### src/rtl/gametank_joypad_port_pkg.sv
// gametank_joypad_port_pkg: button layout, vector widths and serial byte composition for the joypad port
package gametank_joypad_port_pkg;
  localparam int JOY_W = 12;
  localparam int JOY_SER_W = 8;
  localparam int BTN_B = 0;
  localparam int BTN_Y = 1;
  localparam int BTN_SELECT = 2;
  localparam int BTN_START = 3;
  localparam int BTN_UP = 4;
  localparam int BTN_DOWN = 5;
  localparam int BTN_LT = 6;
  localparam int BTN_RT = 7;
  localparam int BTN_A = 8;
  localparam int BTN_X = 9;
  localparam int BTN_L = 10;
  localparam int BTN_R = 11;
  typedef logic [JOY_W-1:0] joy_t;
  typedef logic [JOY_SER_W-1:0] ser_t;
  function automatic ser_t compose(ser_t low, logic af_a, logic af_x);
    return {low[JOY_SER_W-1:2], low[BTN_Y] | af_x, low[BTN_B] | af_a};
  endfunction
endpackage

### src/rtl/gametank_joypad_port_if.sv
// gametank_joypad_port_if: core-side joypad pins; master is the core, slave is the joypad port
interface gametank_joypad_port_if;
  logic       joypad_strobe;
  logic [1:0] joypad_clock;
  logic [4:0] joypad1_data;
  logic [4:0] joypad2_data;
  modport master(output joypad_strobe, joypad_clock, input joypad1_data, joypad2_data);
  modport slave(input joypad_strobe, joypad_clock, output joypad1_data, joypad2_data);
endinterface

### src/rtl/gametank_joypad_port_turbo.sv
// gametank_turbo: one autofire channel, fires immediately on press then toggles every AF_HALF cycles
module gametank_turbo #(
  parameter int AF_HALF = 357950
) (
  input  logic clk,
  input  logic reset,
  input  logic btn,
  output logic out
);
  localparam int CW = AF_HALF > 1 ? $clog2(AF_HALF) : 1;
  logic [CW-1:0] cnt;
  logic          btn_q;
  always_ff @(posedge clk) begin
    if (reset) begin
      out   <= 1'b0;
      cnt   <= '0;
      btn_q <= 1'b0;
    end else begin
      btn_q <= btn;
      if (!btn) begin
        out <= 1'b0;
        cnt <= '0;
      end else if (!btn_q) begin
        out <= 1'b1;
        cnt <= '0;
      end else if (cnt == CW'(AF_HALF - 1)) begin
        out <= ~out;
        cnt <= '0;
      end else begin
        cnt <= cnt + 1'b1;
      end
    end
  end
endmodule

### src/rtl/gametank_joypad_port.sv
// gametank_joypad_port: latches/shifts two NES-style serial joypads with turbo, port swap and home combo
module gametank_joypad_port
  import gametank_joypad_port_pkg::*;
#(
  parameter int AF_HALF   = 357950,
  parameter int HOME_HOLD = 2147700
) (
  input  logic                         clk,
  input  logic                         reset,
  input  joy_t                         joy1,
  input  joy_t                         joy2,
  input  logic                         joy_swap,
  input  logic                         turbo_en,
  gametank_joypad_port_if.slave        jp,
  output logic                         home_req
);
  localparam int HW = $clog2(HOME_HOLD + 1);
  joy_t          src1, src2;
  logic [3:0]    af_btn, af, af_g;
  ser_t          byte1, byte2, sr1, sr2;
  logic [1:0]    last_clk, falls;
  logic [HW-1:0] hold;
  logic          combo;
  logic          unused_ok;
  assign src1   = joy_swap ? joy2 : joy1;
  assign src2   = joy_swap ? joy1 : joy2;
  assign af_btn = {src2[BTN_X], src2[BTN_A], src1[BTN_X], src1[BTN_A]};
  for (genvar i = 0; i < 4; i++) begin : g_af
    gametank_turbo #(.AF_HALF(AF_HALF)) u_af (
      .clk  (clk),
      .reset(reset),
      .btn  (af_btn[i]),
      .out  (af[i])
    );
  end
  assign af_g      = af & {4{turbo_en}};
  assign byte1     = compose(src1[JOY_SER_W-1:0], af_g[0], af_g[1]);
  assign byte2     = compose(src2[JOY_SER_W-1:0], af_g[2], af_g[3]);
  assign falls     = last_clk & ~jp.joypad_clock;
  assign combo     = joy1[BTN_SELECT] & joy1[BTN_DOWN];
  assign unused_ok = ^{src1[BTN_R:BTN_L], src2[BTN_R:BTN_L]};
  // Reload wins over a coincident falling edge; shifting backfills ones like a real 4021.
  always_ff @(posedge clk) begin
    if (reset) begin
      sr1      <= '0;
      sr2      <= '0;
      last_clk <= '0;
      hold     <= '0;
      home_req <= 1'b0;
    end else begin
      last_clk <= jp.joypad_clock;
      sr1      <= jp.joypad_strobe ? byte1 : falls[0] ? {1'b1, sr1[JOY_SER_W-1:1]} : sr1;
      sr2      <= jp.joypad_strobe ? byte2 : falls[1] ? {1'b1, sr2[JOY_SER_W-1:1]} : sr2;
      hold     <= !combo ? '0 : hold == HW'(HOME_HOLD) ? hold : hold + 1'b1;
      home_req <= combo && hold == HW'(HOME_HOLD - 1);
    end
  end
  assign jp.joypad1_data = {4'b0, sr1[0]};
  assign jp.joypad2_data = {4'b0, sr2[0]};
endmodule

### src/flat_wrapper.sv
// flat-port wrapper written by rule: the top's interface ports become plain ports
module gametank_joypad_port_flat import gametank_joypad_port_pkg::*;
#(
  parameter int AF_HALF   = 357950,
  parameter int HOME_HOLD = 2147700
)
  (clk, reset, joy1, joy2, joy_swap, turbo_en, home_req, jp_joypad_strobe, jp_joypad_clock, jp_joypad1_data, jp_joypad2_data);
  gametank_joypad_port_if jp_i ();
  input  logic clk;
  input  logic reset;
  input  joy_t joy1;
  input  joy_t joy2;
  input  logic joy_swap;
  input  logic turbo_en;
  output logic home_req;
  input wire logic [$bits(jp_i.joypad_strobe)-1:0] jp_joypad_strobe;
  input wire logic [$bits(jp_i.joypad_clock)-1:0] jp_joypad_clock;
  output wire logic [$bits(jp_i.joypad1_data)-1:0] jp_joypad1_data;
  output wire logic [$bits(jp_i.joypad2_data)-1:0] jp_joypad2_data;
  assign jp_i.joypad_strobe = jp_joypad_strobe;
  assign jp_i.joypad_clock = jp_joypad_clock;
  assign jp_joypad1_data = jp_i.joypad1_data;
  assign jp_joypad2_data = jp_i.joypad2_data;
  gametank_joypad_port #(.AF_HALF(AF_HALF), .HOME_HOLD(HOME_HOLD)) u_core (.clk(clk), .reset(reset), .joy1(joy1), .joy2(joy2), .joy_swap(joy_swap), .turbo_en(turbo_en), .jp(jp_i), .home_req(home_req));
endmodule
### config.mk
export PLATFORM = sky130hd
export DESIGN_NAME = gametank_joypad_port_flat
export DESIGN_NICKNAME = d
export VERILOG_FILES = /design/src/rtl/gametank_joypad_port_pkg.sv /design/src/rtl/gametank_joypad_port_if.sv /design/src/rtl/gametank_joypad_port_turbo.sv /design/src/rtl/gametank_joypad_port.sv /design/src/flat_wrapper.sv
export SDC_FILE = /design/constraint.sdc
export NUM_CORES = 1
export LEC_CHECK = 0
export ABC_AREA = 1
export ABC_CLOCK_PERIOD_IN_PS = 1200
export CORE_MARGIN = 2
export CORE_UTILIZATION = 56
export CTS_BUF_LIST = sky130_fd_sc_hd__clkbuf_4 sky130_fd_sc_hd__clkbuf_8
export DETAILED_ROUTE_END_ITERATION = 8
export PLACE_DENSITY = 0.79
export REMOVE_ABC_BUFFERS = 1
export SLEW_MARGIN = 20
export SYNTH_ARGS = -nofsm -noshare
export SYNTH_HDL_FRONTEND = slang
export SYNTH_HIERARCHICAL = 1
export SYNTH_SLANG_ARGS = --single-unit
### constraint.sdc
create_clock -name clk -period 1.2 [get_ports clk]
set_input_delay 0.12 -clock clk [delete_from_list [all_inputs] [get_ports clk]]
set_output_delay 0.12 -clock clk [all_outputs]
set_load 0.05 [all_outputs]
# Yosys cells after proc, flatten, opt, wreduce, memory -nomap -nowiden
# Cells that the tools add are included.
# word_totals
register_bits,125
latch_bits,0
ram_bits,0
romBits,0
output_inout_bits,11
wordCells,79
memories,0
# op_classes
addsub,5
n_mul,0
div_mod_pow,0
magnitude_cmp,0
eq_ne,10
shifts,0
n_mux,14
bitwise_logic,21
n_reduce_logical,12
# ops
operator,count
$add A19 B1 Y19 const B,4
$eq A19 B19 Y1 const B,4
$eq A22 B22 Y1 const B,2
$mux W8,4
$add A22 B1 Y22 const B,1
$mux W10,2
$reduce_or A4 Y1,4
$not A1 Y1,13
$reduce_or A2 Y1,5
$mux W1,8
$ne A2 B1 Y1 const B,4
$and A4 B4 Y4,1
$or A1 B1 Y1,4
$reduce_bool A2 Y1,2
$and A2 B2 Y2,1
$not A2 Y2,1
$and A1 B1 Y1,1
$logic_and A1 B1 Y1,1

# Logic depth before layout (Yosys ltp)
# Gate-level depths: netlist of run 1.
# depth
word_depth,4
ltp_mapped,10
depth_no_buf,10

# Cells and area by module
# The synthesis of run 1 kept the hierarchy.
# by_module_without_submodules
module,n_inst,cells_each,area_per_inst_um2,seq_area_each_um2
gametank_turbo,4,159,1168.6,420.4
gametank_joypad_port,1,371,2348.5,820.8

# Worst setup path after synthesis of run 1
# Ideal clock, no wire load.
# synth_path
path_kind,register to register
startpoint,register u_core.g_af[0].u_af.cnt[0]
endpoint,register u_core.g_af[0].u_af.cnt[14]
setup_time_ns,0.066
arrival_ns,1.212
required_time_ns,1.134
slack_ns,-0.078
stages_incl_launch_ff,8
n_path_buf,0
period_less_slack_ns,1.278
cell_sequence,dfxtp_1 -> ha_1 -> nand3_2 -> nor2_2 -> nand2_1 -> inv_1 -> nand3b_1 -> a21oi_2
# synth_via
elab_chain_len,2
elab_cells_between_ends,3
# synth_rtl
element,line_no,source
"start, declared",gametank_joypad_port_turbo.sv:11,logic [CW-1:0] cnt;
"start signal, assigned",gametank_joypad_port_turbo.sv:30,cnt <= cnt + 1'b1;
branches (longest 2 deep; another with $add A19 B1 Y19),-,
# Several ways; the timed one is not identified.
# A chain may end at the register's enable or synchronous reset.

# Worst setup path in the final report of run 1
# layout_path
startpoint,register u_core.g_af[2].u_af.cnt[7]
endpoint,register u_core.g_af[2].u_af.cnt[18]
# layout_via
elab_chain_len,2
elab_cells_between_ends,3
# layout_rtl
element,line_no
"start, declared",gametank_joypad_port_turbo.sv:11
"start signal, assigned",gametank_joypad_port_turbo.sv:30
branches (longest 2 deep; another with $add A19 B1 Y19),-
# Several ways; the timed one is not identified.

==> metrics.md, run 1 <==
| Metric | Value |
|---|---|
| Outcome | `finished with violations` |
| Failing checks | `negative setup slack` |
| Int Power | `6995 uW` |
| Worst Clk Skew | `0.01349 ns` |
| Post-synthesis simple-gate area fraction | `40.37%` |
| Worst endpoint data arrival time | `1.85 ns` |
| Largest family of logic cells by synthesized area | `simple AND/OR/NAND/NOR gates` |
| Reg clk slew, reported paths | `0.07 ns` |
| Area added between synthesis and finish | `48.42%` |
| Post-Place Worst Slack | `-0.5886 ns` |
| Synth warn | `6` |
| Layout cell share with drive strength beyond 1 | `47.66%` |
| Sw Pwr | `2179 uW` |
| WL/cell | `18.13 um` |
| Switching Share | `23.75%` |
| Via count | `8132` |
| Register-to-register setup slack | `-0.25 ns` |
| CTS tree | `built` |
| Hold Vio Cnt, Final | `0` |
| CTS root buf | `clkbuf_8` |
| DRC | `0` |
| Placer congestion estimate | `0.9128` |
| Max Transition Viols Final | `0` |
| Hold Startpoint | `joy_swap` |
| Worst vdd ir | `1153 uV` |
| Die height | `116.0 um` |
| WL final | `25.12 mm` |
| GRT overflow | `0` |
| Initial antenna violation count | `1` |
| Critical Path Start Type | `flip-flop` |
| Mux share of post-synthesis cell area | `0%` |
| Max Cap Viol | `0` |
| HP Class | `in -> reg` |
| Iteration-0 DRC Markers | `892` |
| Post-Syn Area | `7023 sq um` |
| CP max FO | `4` |
| Sequential Power Share | `46.2%` |
| Clock latency on the worst-skew pair | `0.47 ns` |
| Count of final setup violators | `96` |
| Largest net degree at the start of global routing | `19` |
| Adder-Cell Fraction of Synth Area | `1.782%` |
| Syn_area_per_cell | `6.974 sq um` |
| Clk network pwr share | `45.9%` |
| Cell row count | `40` |
| Critical path endpoint category | `flip-flop` |
| Final standard cell area without fillers | `10420 sq um` |
| Ports | `42` |
| Post-route setup slack | `-0.2501 ns` |
| Cells after DPL | `1309` |
| Drt first pass iters | `6` |
| P_leak | `0.003756 uW` |
| Share of the cycle needed by the critical path after routing | `120.8%` |
| Detail-routed via count per cell | `5.867` |
| XOR/XNOR Fraction of Synth Area | `2.245%` |
| Vias in the first global route | `6667` |
| Register area share after synthesis | `35.63%` |
| Num Clock Sinks | `125` |
| Post-route minimum period | `1.450 ns` |
| Starting Density | `57.99%` |
| Aggregate global-route resource usage | `27.62%` |
| Compound-Gate Fraction of Synth Area | `11.19%` |
| Port Buffers | `29` |
| # fillers | `582` |
| Hold WS | `0.1658 ns` |
| Yosys cell types | `33` |
| Overall die area | `13450 sq um` |
| Worst R2R End | `u_core/g_af[2].u_af/cnt[18]` |
| First-pass GRT wire length | `29.46 mm` |
| Reg2reg start | `u_core/g_af[2].u_af/cnt[7]` |
| Cell Area, Placed | `8324 sq um` |
| Final #Nets | `1246` |
| Non-filler instance count after layout | `1386` |
| Critical path type | `reg -> reg` |
| Pwr Density | `880.2 nW/um^2` |
| Max Buffers Root-to-Sink | `2` |
| H-tree levels | `4` |
| Fmax | `0.6896 GHz` |
| Mapped Cells | `1007` |
| DIE WIDTH | `116.0 um` |
| Depth of the worst hold-timing path | `4` |
| Comb power frac | `7.9%` |
| Worst hold endpoint | `u_core/sr1[7]` |
| Crit path required time | `1.60 ns` |
| Post-DP HPWL | `11.77 mm` |
| Routed Antenna Nets | `0` |
| Core area | `12110 sq um` |
| Synth Register Bits | `125` |
| CTS Buf Count | `17` |
| Reg2reg path depth | `6` |
| Unrepaired setup endpoints after global routing | `true` |
-- cell families after synthesis --
family | after synthesis
other cells | 1
compound gates | 147
simple gates | 571
flops | 125
fa+ha+maj | 10
buf+inv | 135
xor+xnor | 18
-- routing by layer --
layer,part of all wire [%],vias up,routed length [um],GRT usage [%]
li1,-,3632,-,-
met1,36,3737,9140,31.87
met2,49,568,12400,48.89
met3,7.5,195,1890,6.956
met4,6.7,0,1691,11.27
met5,0,-,0,0
-- final cells by class --
class                   count  area (sq um)  area share [%]
well taps                 168         210.2           2.017
clock buffers              24         305.3           2.929
multi-input cells         764          5062           48.57
repair buffers            186          1628           15.62
flip-flops and latches    125          2646           25.39
diodes                      1         2.502         0.02401
clock inverters             7         135.1           1.296
inverters                 111         434.2           4.165
-- stage by stage --
stage	setup TNS (ns)	total power, uW	util, %
2_1_floorplan	-2.216	4647	-
3_3_place_gp	-40.24	4928	68.73
3_5_place_dp	-42.75	4940	68.73
4_1_cts	-2.069	9087	77.72
5_1_grt	-15.27	9439	86.06
6_report	-9.361	9174	86.06
-- critical path, stage by stage (launching register included) --
cell,delay [ns]
dfxtp_2,0.39
nand2_1,0.15
nor2_2,0.23
nand2_1,0.11
nor2_1,0.23
nand3b_1,0.14
a21oi_2,0.15
-- Yosys cell counts --
cell	number	area share, %
nand2_4	4	0.64
nand3_2	15	2.1
a21oi_1	78	5.6
and2_1	1	0.089
inv_2	11	0.59
dfxtp_1	125	36
buf_4	10	1.1
xor2_1	13	1.6
nor2_1	134	7.2
or2_0	9	0.80
buf_12	4	1.1
nand3b_1	9	0.96
nor3b_2	8	1.4
xnor2_1	5	0.62
o21ai_1	1	0.071
nand4_1	17	1.5
inv_1	100	5.3
a21oi_2	12	1.5
conb_1	1	0.053
o21bai_1	1	0.11
or2_2	9	0.80
o21ai_0	54	3.8
nor3_1	13	0.93
o21a_1	1	0.11
clkbuf_1	7	0.37
buf_2	3	0.21
nand2_1	217	12
nor3b_1	4	0.43
nor2_4	18	2.9
ha_1	10	1.8
nand2_2	11	0.98
nand3_1	60	4.3
nor2_2	42	3.7
-- sequential cells by signal, summed over array words and instances, names as in the netlist --
signal	flops
u_core/g_af.u_af/cnt	76
u_core/last_clk	2
u_core/hold	22
u_core/sr1	8
u_core/sr2	8
u_core/g_af.u_af/out	4
u_core/home_req	1
u_core/g_af.u_af/btn_q	4
-- worst max path at each step --
| stage | to | slack, ns | cells after the start | start |
|---|---|---|---|---|
| 6_report | u_core/g_af[2].u_af/cnt[18] | -0.25 | 6 | u_core/g_af[2].u_af/cnt[7] |
| 4_1_cts | u_core/g_af[1].u_af/cnt[17] | -0.07 | 8 | u_core/g_af[1].u_af/cnt[0] |
| 3_5_place_dp | u_core/g_af[1].u_af/cnt[12] | -0.59 | 7 | joy_swap |
| 5_1_grt | u_core/hold[17] | -0.30 | 8 | u_core/hold[2] |
| 2_1_floorplan | u_core/g_af[1].u_af/cnt[12] | -0.09 | 7 | joy_swap |
| 3_3_place_gp | u_core/g_af[1].u_af/cnt[12] | -0.53 | 7 | joy_swap |
-- power by group through the flow --
stage	sequential [uW]	combinational (uW)	clock (uW)
finish	4240	728	4210
global route	4240	774	4420
CTS	4260	639	4190
detailed placement	4360	584	0
global placement	4350	574	0
floorplan	4360	284	0
-- repair_timing --
| item | in CTS | in global routing |
|---|---|---|
| pin swaps | 41 | 113 |
| hold buffers | 0 | 0 |
| resized for setup | 144 | 251 |
| setup endpoints to repair | 98 | 106 |
| buffers inserted | 9 | 26 |
| gates cloned | 6 | 4 |
-- layout by cell type (no fill, tap or decap), drive strengths merged, types with 3 or more instances in the layout --
cell and n:
nand2 242, nor2 194, buf 160, dfxtp 125, inv 111, a21oi 90, nand3 75, o21ai 55
clkdlybuf4s50 25, clkbuf 24, or2 18, nand4 17, xor2 13, nor3 13, nor3b 12, ha 10
nand3b 9, conb 8, xnor2 5, bufinv 4, clkinv 3
No activity file was read; power rests on OpenSTA's default activity.
==> run 2, diff against run 1 <==
--- a/config.mk
+++ b/config.mk
@@ -7,6 +7,7 @@
 export LEC_CHECK = 0
 export ABC_AREA = 1
 export ABC_CLOCK_PERIOD_IN_PS = 1200
+export CAP_MARGIN = 25
 export CORE_MARGIN = 2
 export CORE_UTILIZATION = 56
 export CTS_BUF_LIST = sky130_fd_sc_hd__clkbuf_4 sky130_fd_sc_hd__clkbuf_8
==> results of run 2 <==
No change in the layout: final DEF, timing and power equal those of run 1.
